File: config.mk
export PLATFORM = sky130hd
export DESIGN_NAME = trap_ctrl
export DESIGN_NICKNAME = d
export VERILOG_FILES = /design/src/rtl/trap_ctrl.sv
export SDC_FILE = /design/constraint.sdc
export NUM_CORES = 1
export LEC_CHECK = 0
export ABC_AREA = 1
export CORE_MARGIN = 2
export CORE_UTILIZATION = 43
export CTS_BUF_LIST = sky130_fd_sc_hd__clkbuf_2 sky130_fd_sc_hd__clkbuf_4 sky130_fd_sc_hd__clkbuf_8
export CTS_CLUSTER_DIAMETER = 50
export CTS_CLUSTER_SIZE = 28
export DETAILED_ROUTE_END_ITERATION = 8
export HOLD_SLACK_MARGIN = 0.1
export PLACE_DENSITY_LB_ADDON = 0.1
export SLEW_MARGIN = 10
export SYNTH_ARGS = -nofsm -noshare
export SYNTH_HDL_FRONTEND = slang
export SYNTH_SLANG_ARGS = --single-unit
File: constraint.sdc
create_clock -name clk -period 2 [get_ports clk]
set_clock_uncertainty 0.2 [all_clocks]
set_input_delay 0.2 -clock clk [delete_from_list [all_inputs] [get_ports clk]]
set_output_delay 0.2 -clock clk [all_outputs]
set_load 0.01 [all_outputs]
File: src/rtl/trap_ctrl.sv
// trap_ctrl: commit-stage exception and MRET sequencer.
// Picks the highest-priority exception of the committing instruction, hands the
// trap values to the CSR file for one cycle, redirects the PC, and then holds the
// pipeline flushed for FLUSH_CYCLES cycles. While flushing, all new requests are dropped.
module trap_ctrl #(
  parameter int XLEN         = 32,
  parameter int FLUSH_CYCLES = 2
) (
  input  logic            clk,
  input  logic            reset_n,
  input  logic            instr_v_i,
  input  logic [XLEN-1:0] pc_i,
  input  logic [31:0]     instr_i,
  input  logic [XLEN-1:0] badaddr_i,
  input  logic            instr_misaligned_i,
  input  logic            illegal_i,
  input  logic            ebreak_i,
  input  logic            ecall_i,
  input  logic            load_misaligned_i,
  input  logic            store_misaligned_i,
  input  logic            mret_i,
  input  logic [XLEN-1:0] mtvec_q_i,
  input  logic [XLEN-1:0] mepc_q_i,
  output logic            exception_o,
  output logic [XLEN-1:0] mcause_o,
  output logic [XLEN-1:0] mtval_o,
  output logic [XLEN-1:0] mepc_o,
  output logic            branch_v_o,
  output logic [XLEN-1:0] branch_adr_o,
  output logic            flush_o,
  output logic            busy_o,
  output logic [31:0]     trap_cnt_o
);

  typedef enum logic {
    IDLE  = 1'b0,
    FLUSH = 1'b1
  } state_t;

  // Exception cause codes (interrupt bit is always 0 here).
  localparam logic [4:0] CAUSE_INSTR_MISALIGNED = 5'd0;
  localparam logic [4:0] CAUSE_ILLEGAL          = 5'd2;
  localparam logic [4:0] CAUSE_EBREAK           = 5'd3;
  localparam logic [4:0] CAUSE_LOAD_MISALIGNED  = 5'd4;
  localparam logic [4:0] CAUSE_STORE_MISALIGNED = 5'd6;
  localparam logic [4:0] CAUSE_ECALL            = 5'd11;

  // Counter reload: the first flush cycle is the one right after acceptance,
  // so the counter starts at FLUSH_CYCLES-1 and the sequence ends when it hits 0.
  localparam logic [3:0] FLUSH_RELOAD = 4'(FLUSH_CYCLES - 1);

  state_t          state_q, state_d;
  logic [3:0]      cnt_q, cnt_d;
  logic            exception_q, exception_d;
  logic [XLEN-1:0] mcause_q, mcause_d;
  logic [XLEN-1:0] mtval_q, mtval_d;
  logic [XLEN-1:0] mepc_q, mepc_d;
  logic            branch_v_q, branch_v_d;
  logic [XLEN-1:0] branch_adr_q, branch_adr_d;
  logic            flush_q, flush_d;
  logic            busy_q, busy_d;
  logic [31:0]     trap_cnt_q, trap_cnt_d;

  logic            any_exc;
  logic            trap_req;
  logic            mret_req;
  logic [4:0]      cause_sel;
  logic [XLEN-1:0] tval_sel;

  // Cause/tval selection by fixed priority; only the winning cause is recorded.
  always_comb begin
    any_exc   = instr_misaligned_i | illegal_i | ebreak_i | ecall_i
              | load_misaligned_i | store_misaligned_i;
    cause_sel = CAUSE_STORE_MISALIGNED;
    tval_sel  = badaddr_i;
    if (instr_misaligned_i) begin
      cause_sel = CAUSE_INSTR_MISALIGNED;
      tval_sel  = badaddr_i;
    end else if (illegal_i) begin
      cause_sel = CAUSE_ILLEGAL;
      tval_sel  = XLEN'(instr_i);
    end else if (ebreak_i) begin
      cause_sel = CAUSE_EBREAK;
      tval_sel  = '0;
    end else if (ecall_i) begin
      cause_sel = CAUSE_ECALL;
      tval_sel  = '0;
    end else if (load_misaligned_i) begin
      cause_sel = CAUSE_LOAD_MISALIGNED;
      tval_sel  = badaddr_i;
    end
    // An exception always wins over MRET on the same instruction.
    trap_req = instr_v_i & any_exc;
    mret_req = instr_v_i & mret_i & ~any_exc;
  end

  // Next-state logic: accept requests only in IDLE, then count down the flush.
  always_comb begin
    state_d      = state_q;
    cnt_d        = cnt_q;
    exception_d  = 1'b0;
    branch_v_d   = 1'b0;
    mcause_d     = mcause_q;
    mtval_d      = mtval_q;
    mepc_d       = mepc_q;
    branch_adr_d = branch_adr_q;
    flush_d      = flush_q;
    busy_d       = busy_q;
    trap_cnt_d   = trap_cnt_q;

    unique case (state_q)
      IDLE: begin
        flush_d = 1'b0;
        busy_d  = 1'b0;
        if (trap_req) begin
          state_d      = FLUSH;
          cnt_d        = FLUSH_RELOAD;
          exception_d  = 1'b1;
          branch_v_d   = 1'b1;
          branch_adr_d = {mtvec_q_i[XLEN-1:2], 2'b00};
          mcause_d     = XLEN'(cause_sel);
          mtval_d      = tval_sel;
          mepc_d       = pc_i;
          flush_d      = 1'b1;
          busy_d       = 1'b1;
          trap_cnt_d   = trap_cnt_q + 32'd1;
        end else if (mret_req) begin
          state_d      = FLUSH;
          cnt_d        = FLUSH_RELOAD;
          branch_v_d   = 1'b1;
          branch_adr_d = mepc_q_i;
          flush_d      = 1'b1;
          busy_d       = 1'b1;
        end
      end
      FLUSH: begin
        // Requests arriving here are intentionally dropped, not queued.
        if (cnt_q == 4'd0) begin
          state_d = IDLE;
          flush_d = 1'b0;
          busy_d  = 1'b0;
        end else begin
          cnt_d   = cnt_q - 4'd1;
          flush_d = 1'b1;
          busy_d  = 1'b1;
        end
      end
      default: begin
        state_d = IDLE;
        flush_d = 1'b0;
        busy_d  = 1'b0;
      end
    endcase
  end

  // State and registered outputs; asynchronous reset clears everything.
  always_ff @(posedge clk or negedge reset_n) begin
    if (!reset_n) begin
      state_q      <= IDLE;
      cnt_q        <= '0;
      exception_q  <= 1'b0;
      mcause_q     <= '0;
      mtval_q      <= '0;
      mepc_q       <= '0;
      branch_v_q   <= 1'b0;
      branch_adr_q <= '0;
      flush_q      <= 1'b0;
      busy_q       <= 1'b0;
      trap_cnt_q   <= '0;
    end else begin
      state_q      <= state_d;
      cnt_q        <= cnt_d;
      exception_q  <= exception_d;
      mcause_q     <= mcause_d;
      mtval_q      <= mtval_d;
      mepc_q       <= mepc_d;
      branch_v_q   <= branch_v_d;
      branch_adr_q <= branch_adr_d;
      flush_q      <= flush_d;
      busy_q       <= busy_d;
      trap_cnt_q   <= trap_cnt_d;
    end
  end

  assign exception_o  = exception_q;
  assign mcause_o     = mcause_q;
  assign mtval_o      = mtval_q;
  assign mepc_o       = mepc_q;
  assign branch_v_o   = branch_v_q;
  assign branch_adr_o = branch_adr_q;
  assign flush_o      = flush_q;
  assign busy_o       = busy_q;
  assign trap_cnt_o   = trap_cnt_q;

endmodule

==> metrics.yaml, run 1 <==
outcome:
  status: "finished clean"
critical_path:
  cp_slowest_cell: "clkdlybuf4s50_1"
  slowest_delay_ns: 0.61
  critPathKind: "flop to output port"
  cp.required_ns: 1.60
  r2r-end: "trap_cnt_o[16]$_DFFE_PN0P_"
  timing.rr.start: "trap_cnt_o[1]$_DFFE_PN0P_"
  crit_start: "trap_cnt_o[26]$_DFFE_PN0P_"
  end_kind: "output port"
  critPathLaunchType: "flop"
  path_delay_family: "buffers and inverters"
  reg2reg_depth: 10
  critical_path.cell_chain: "clkdlybuf4s50_1"
  critPathBufInv: 1
  ff2ff_setup_slack_ns: 0.15
  cp.arrival_ns: 1.53
  crit_path_max_fanout: 7
logic_synthesis:
  ys_types: 34
  synth_ff_type: "dfrtp_1"
  netlist_instances: 959
  ys_top_cells_by_area: "dfrtp_1 48%, nand2_1 22%, inv_1 4.7%"
  synth.avg_cell_area_um2: 7.59
  syn_area_um2: 7280
  synth-edff-count: 0
  ys_top_cells_by_count: "427 x nand2_1, 139 x dfrtp_1, 92 x inv_1"
  synth_top_cell_area_share_pct: 47.8
  ys_seq_area_share_pct: 47.8
  yosysMostFrequentCell: "nand2_1"
  yosysTopAreaCell: "dfrtp_1"
  yosys_warnings: 0
  async_flop_share_pct: 100
  ys_ff_latch: 139
clock_network:
  clock_latency_ns: 0.44
  clock_sinks: 139
  post_cts_buffers: 0
  cts_buffers: 17
  path_clk_slew_ns: 0.08
  post_cts_resized: 0
  cts_max_level: 4
  ctsRootBufferMaster: "clkbuf_8"
  cts_tree: "done"
  cts_buffer_depth: 2
timing:
  min_period_ns: 1.93
  hold_viol: 0
  fmax_mhz: 519
  setup_viol_count_final: 0
  fin_hold_ws_ns: 0.114
  slew_viol_final: 0
  rsz0062_at_grt: "false"
  fin_crit_sh_pct: 96.3
final_layout:
  regArea_um2: 3480
  final_cells: 1535
  antennaDiodeCount: 0
  multi_input_area_um2: 3000
  nNetsFinal: 1474
  drive_gt1_share_pct: 6.16
  fillers: 1390
  syn_to_final_growth_pct: 54.8
route:
  drtPass1Iterations: 5
  vias: 7185
  viasPerCell: 4.68
  drt-initial-drc-count: 277
  drcViolationCount: 0
  ant_nets: 0
  wire_per_inst_um: 14.3
  wirelength_um: 21900
global_route:
  grtUsageTotal_pct: 24.3
  grt_pass1_vias: 6838
  grt_overflow: 0
  grt_max_degree: 44
  grt_pass1_wl_um: 34300
  antenna_found_initial: 1
power:
  total_leakage_power_uw: 0.00543
  power_density_nw_per_um2: 1130
  p_int_uw: 8280
  seq_power_share_pct: 35.8
  clkPwrFrac_pct: 20.7
  power_switching_uw: 4410
  ir_drop_mv: 0.578
  swShare_pct: 34.8
  power_frac_comb_pct: 43.5
floorplanning:
  initial_core_util_pct: 43.9
  chipHeight_um: 134
  die_area_um2: 18000
  die_w_um: 134
  core_area_um2: 16600
  pin_count: 334
  row_count: 47
place:
  dp_cells: 1471
  dpl.hpwl_um: 16100
  gp_congestion: 0.826
  portBuffers: 303
hold_path:
  hold_end: "mepc_o[21]$_DFFE_PN0P_"
  min_path_type: "input pin to flop"
  min_path_cells: 3
  worstHoldStart: "pc_i[21]"
flow_run:
  maxCapViolCount: 0
## power by group through the flow
stage	registers [uW]	logic [uW]	clock network, uW
after floorplan	5010	1980	0
after global placement	4540	5440	0
after detailed placement	4550	5520	0
after CTS	4540	5590	2680
after global routing	4680	6030	2790
final	4550	5520	2620
## placed cells by master (no fill, tap or decap), drive strengths merged
cell / n
clkbuf: 17
clkdlybuf4s50: 302
clkinv: 4
bufinv: 5
a21oi: 3
o21ai: 37
o31ai: 1
nand4: 8
nand2: 432
clkinvlp: 5
inv: 97
dfrtp: 139
xnor2: 2
conb: 28
nand3b: 3
xor2: 14
dlygate4sd3: 32
nor4: 1
o211ai: 30
nor3: 2
nor3b: 1
nor2: 62
ha: 2
o21a: 1
a31oi: 1
buf: 33
nand3: 53
## final cells by class
cell class,count,share of cell area [%]
clock buffer,17,2.08
clock inverter,15,1.95
inverter,96,3.28
multi-input combinational,681,26.6
sequential,139,30.8
tap,220,2.44
timing repair buffer,367,32.8
## what timing repair did
item | 4_1_cts | 5_1_grt
hold buffers | 32 | 0
endpoints found under the hold margin | 169 | 0
endpoints found under the setup margin | 0 | 0
## flip-flops by register name, indices dropped and copies added, names as in the netlist
register	cells
branch_v_o	1
exception_o	1
mcause_o	4
cnt_q	4
branch_adr_o	32
mtval_o	32
trap_cnt_o	32
busy_o	1
mepc_o	32
## worst reg2reg max path, cell delays in order, from the launching register on
cell	delay (ns)
dfrtp_1	0.43
ha_1	0.22
nand3_1	0.14
nor2_1	0.17
nand2_1	0.11
inv_1	0.11
nand2_1	0.09
nor2_4	0.12
nand2_1	0.06
nand2_1	0.06
nand2_1	0.05
## metrics by stage
stage                     utilization (%)  setup TNS (ns)  total power [uW]  area, um^2  setup WS, ns
final                                68.0               0             12700       11300        0.0744
after global routing                 68.0               0             13500       11300        0.0163
after CTS                            68.0               0             12800       11300        0.0439
after detailed placement             63.3       -0.000652             10100       10500     -0.000652
after global placement               63.3               0              9980       10500        0.0166
after floorplan                         -               0              6990        7380         0.324
## per-layer routing
| layer | vias up | part of all wire (%) | track usage, % | wire length, um |
|---|---|---|---|---|
| met5 | - | 0 | 0 | 0 |
| met4 | 0 | 3.0 | 9.82 | 656 |
| met3 | 44 | 8.1 | 7.45 | 1770 |
| met2 | 256 | 48 | 41.1 | 10600 |
| met1 | 3305 | 41 | 29.1 | 8930 |
| li1 | 3580 | - | - | - |
## cells by family (layout without fill, tap and decap cells)
kind of cell | count (synthesis) | after routing | synth area share (%)
AND/OR/NAND/NOR | 562 | 562 | 31.3
AO/OA/AOI/OAI | 73 | 73 | 6.13
adder cells (fa/ha/maj) | 2 | 2 | 0.344
buffers and inverters | 166 | 495 | 12.5
flip-flops | 139 | 139 | 47.8
XOR/XNOR | 16 | 16 | 1.92
other | 1 | 28 | 0.0515
## worst max path at each step
stage | end | slack, ns | cells after the start
6_report | trap_cnt_o[26] | 0.07 | 1
5_1_grt | trap_cnt_o[18]$_DFFE_PN0P_ | 0.02 | 7
4_1_cts | trap_cnt_o[24] | 0.04 | 1
3_5_place_dp | trap_cnt_o[28]$_DFFE_PN0P_ | -0.0007 | 11
3_3_place_gp | trap_cnt_o[28]$_DFFE_PN0P_ | 0.02 | 11
2_1_floorplan | trap_cnt_o[16]$_DFFE_PN0P_ | 0.32 | 10
Power figures use the tool's default switching activity.
==> inputs of run 2 (changes only) <==
Settings changed: GPL_TIMING_DRIVEN set to 0.
Clock period 2 ns to 2.2 ns, I/O delays scaled along.
==> metrics.yaml, run 2 (synthesized netlist as in run 1, its figures left out) <==
outcome:
  status: "finished clean"  # unchanged
power:
  power_density_nw_per_um2: 1010  # was 1130 nW/um^2
  ir_drop_mv: 0.633  # was 0.578 mV
  total_leakage_power_uw: 0.00562  # was 0.00543 uW
timing:
  slew_viol_final: 0  # unchanged
  worstMarginPinSlew_ns: 0.545
  fin_setup_tns_ns: 0  # unchanged
  fin_crit_sh_pct: 92.3
  hold_viol: 0  # unchanged
  fin_hold_ws_ns: 0.134  # was 0.114 ns
  setup_viol_count_final: 0  # unchanged
  rsz0062_at_grt: "false"  # unchanged
  slew-limit-headroom_pct: 63.4
  min_period_ns: 2.03
  fmax_mhz: 492
clock_network:
  cts_buffers: 17  # unchanged
  cts_buffer_depth: 2  # unchanged
  cts_tree: "done"  # unchanged
  path_clk_slew_ns: 0.08  # about the same
  post_cts_resized: 0  # unchanged
  ctsRootBufferMaster: "clkbuf_8"  # unchanged
  cts_max_level: 4  # unchanged
  clock_sinks: 139  # unchanged
  clock_latency_ns: 0.46  # was 0.44 ns
critical_path:
  timing.rr.start: "trap_cnt_o[0]$_DFFE_PN0P_"  # was trap_cnt_o[1]$_DFFE_PN0P_
  cp_slowest_cell: "clkdlybuf4s50_1"  # unchanged
  r2r-end: "trap_cnt_o[24]$_DFFE_PN0P_"  # was trap_cnt_o[16]$_DFFE_PN0P_
  end_kind: "output port"  # unchanged
  slowest_delay_ns: 0.52  # was 0.61 ns
  cp.required_ns: 1.78  # was 1.60 ns
  critical_path.cell_chain: "buf_4 > clkdlybuf4s50_1"  # was clkdlybuf4s50_1
  cp.arrival_ns: 1.61  # was 1.53 ns
  reg2reg_depth: 8  # was 10
  crit_end: "flush_o"  # was trap_cnt_o[26]
  ff2ff_setup_slack_ns: 0.24  # was 0.15 ns
  crit_path_max_fanout: 5  # was 7
  crit_start: "busy_o$_DFF_PN0_"  # was trap_cnt_o[26]$_DFFE_PN0P_
  critPathLaunchType: "flop"  # unchanged
  critPathKind: "flop to output port"  # unchanged
route:
  drt-initial-drc-count: 303  # was 277
  wire_per_inst_um: 14.6  # was 14.3 um
  vias: 7402  # was 7185
  drcViolationCount: 0  # unchanged
  wirelength_um: 23100  # was 21900 um
  viasPerCell: 4.69  # was 4.68
  drtPass1Iterations: 4  # was 5
  ant_nets: 0  # unchanged
final_layout:
  nNetsFinal: 1516  # was 1474
  layout.cells.most_common: "nand2_1"  # unchanged
  final_cell_mix: "427 x nand2_1, 301 x clkdlybuf4s50_1, 139 x dfrtp_1"  # was 427 x nand2_1, 302 x clkdlybuf4s50_1, 139 x dfrtp_1
  drive_gt1_share_pct: 8.11  # was 6.16%
  syn_to_final_growth_pct: 58.3  # was 54.8%
  antennaDiodeCount: 0  # unchanged
floorplanning:
  die_w_um: 134  # unchanged
  chipHeight_um: 134  # unchanged
  pin_count: 334  # unchanged
  die_area_um2: 18000  # unchanged
  row_count: 47  # unchanged
  initial_core_util_pct: 43.9  # unchanged
  core_area_um2: 16600  # unchanged
global_route:
  grt.busiest_layer: "met2"  # unchanged
  grtUsageMet1_pct: 29.6  # was 29.1%
  grt_pass1_vias: 7334  # was 6838
  grt_overflow: 0  # unchanged
  grtUsageTotal_pct: 26.0  # was 24.3%
  grt_max_degree: 77  # was 44
  met2_usage_pct: 45.2  # was 41.1%
  grt_pass1_wl_um: 36600  # was 34300 um
  grtUsageMet3_pct: 8.62  # was 7.45%
  antenna_found_initial: 2  # was 1
place:
  dpl.hpwl_um: 17300  # was 16100 um
  gp_congestion: 0.892  # was 0.826
  portBuffers: 302  # was 303
hold_path:
  min_path_type: "input pin to flop"  # unchanged
flow_run:
  maxCapViolCount: 0  # unchanged
[run 2: changes by cell type in the layout (fill, tap and decap cells not counted), sizes merged]
cell | previous run | this run
buf | 33 | 63
bufinv | 5 | 4
inv | 97 | 96
clkinvlp | 5 | 2
dlygate4sd3 | 32 | 36
clkdlybuf4s50 | 302 | 301
clkbuf | 17 | 31
[run 2: how the worst min path moves through the flow]
stage / from / endpoint / slack [ns] / cells past startpoint
after floorplan: reset_n / branch_adr_o[0]$_DFFE_PN0P_ / -0.28 / 0
after global placement: mtval_o[18]$_DFFE_PN0P_ / mtval_o[18]$_DFFE_PN0P_ / 0.26 / 2
after detailed placement: reset_n / trap_cnt_o[12]$_DFFE_PN0P_ / -0.005 / 1
after CTS: pc_i[20] / mepc_o[20]$_DFFE_PN0P_ / 0.12 / 3
after global routing: pc_i[20] / mepc_o[20]$_DFFE_PN0P_ / 0.15 / 3
final: pc_i[20] / mepc_o[20]$_DFFE_PN0P_ / 0.13 / 3
[run 2: timing repair]
action | CTS | global route
setup buffers | 0 | 0
hold buffers | 36 | 0
hold endpoints to repair | 177 | 0
[run 2: worst max-delay path: cells and delay by family, from the launching register on]
family,cells,cell delay (ns)
buffers and inverters,2,0.67
DFF,1,0.49
[run 2: final cells by class]
cell class                 count  area, um^2
sequential                   139        3480
inverter                      96         370
clock buffer                  22         290
fill                        1410        5050
timing repair buffer         339        3420
buffer                        70         537
clock inverter                10         163
tap                          220         275
multi-input combinational    681        3000
[run 2: stage by stage]
step | instance area [um^2] | worst slack (ns) | power [uW] | util [%] | cells
finish | 11500 | 0.169 | 11700 | 69.5 | 1577
floorplan | 7380 | 0.524 | 6350 | - | 986
global route | 11500 | 0.0386 | 12400 | 69.5 | 1577
CTS | 11500 | 0.137 | 11800 | 69.5 | 1577
global placement | 10700 | -5.11 | 9190 | 64.4 | 1508
detailed placement | 10700 | -0.0851 | 9260 | 64.6 | 1509
[run 2: where the power goes]
| part | switching [uW] | internal [uW] | total (uW) |
|---|---|---|---|
| logic | 2410 | 2720 | 5140 |
| clock network | 1030 | 1350 | 2390 |
| registers | 617 | 3520 | 4140 |
| total | 4060 | 7600 | 11700 |
[run 2: layer usage]
metal / share of wire [%] / wire [um]
met2: 49 / 11400
met3: 8.9 / 2040
met4: 2.8 / 650
met1: 39 / 9000
met5: 0.056 / 13
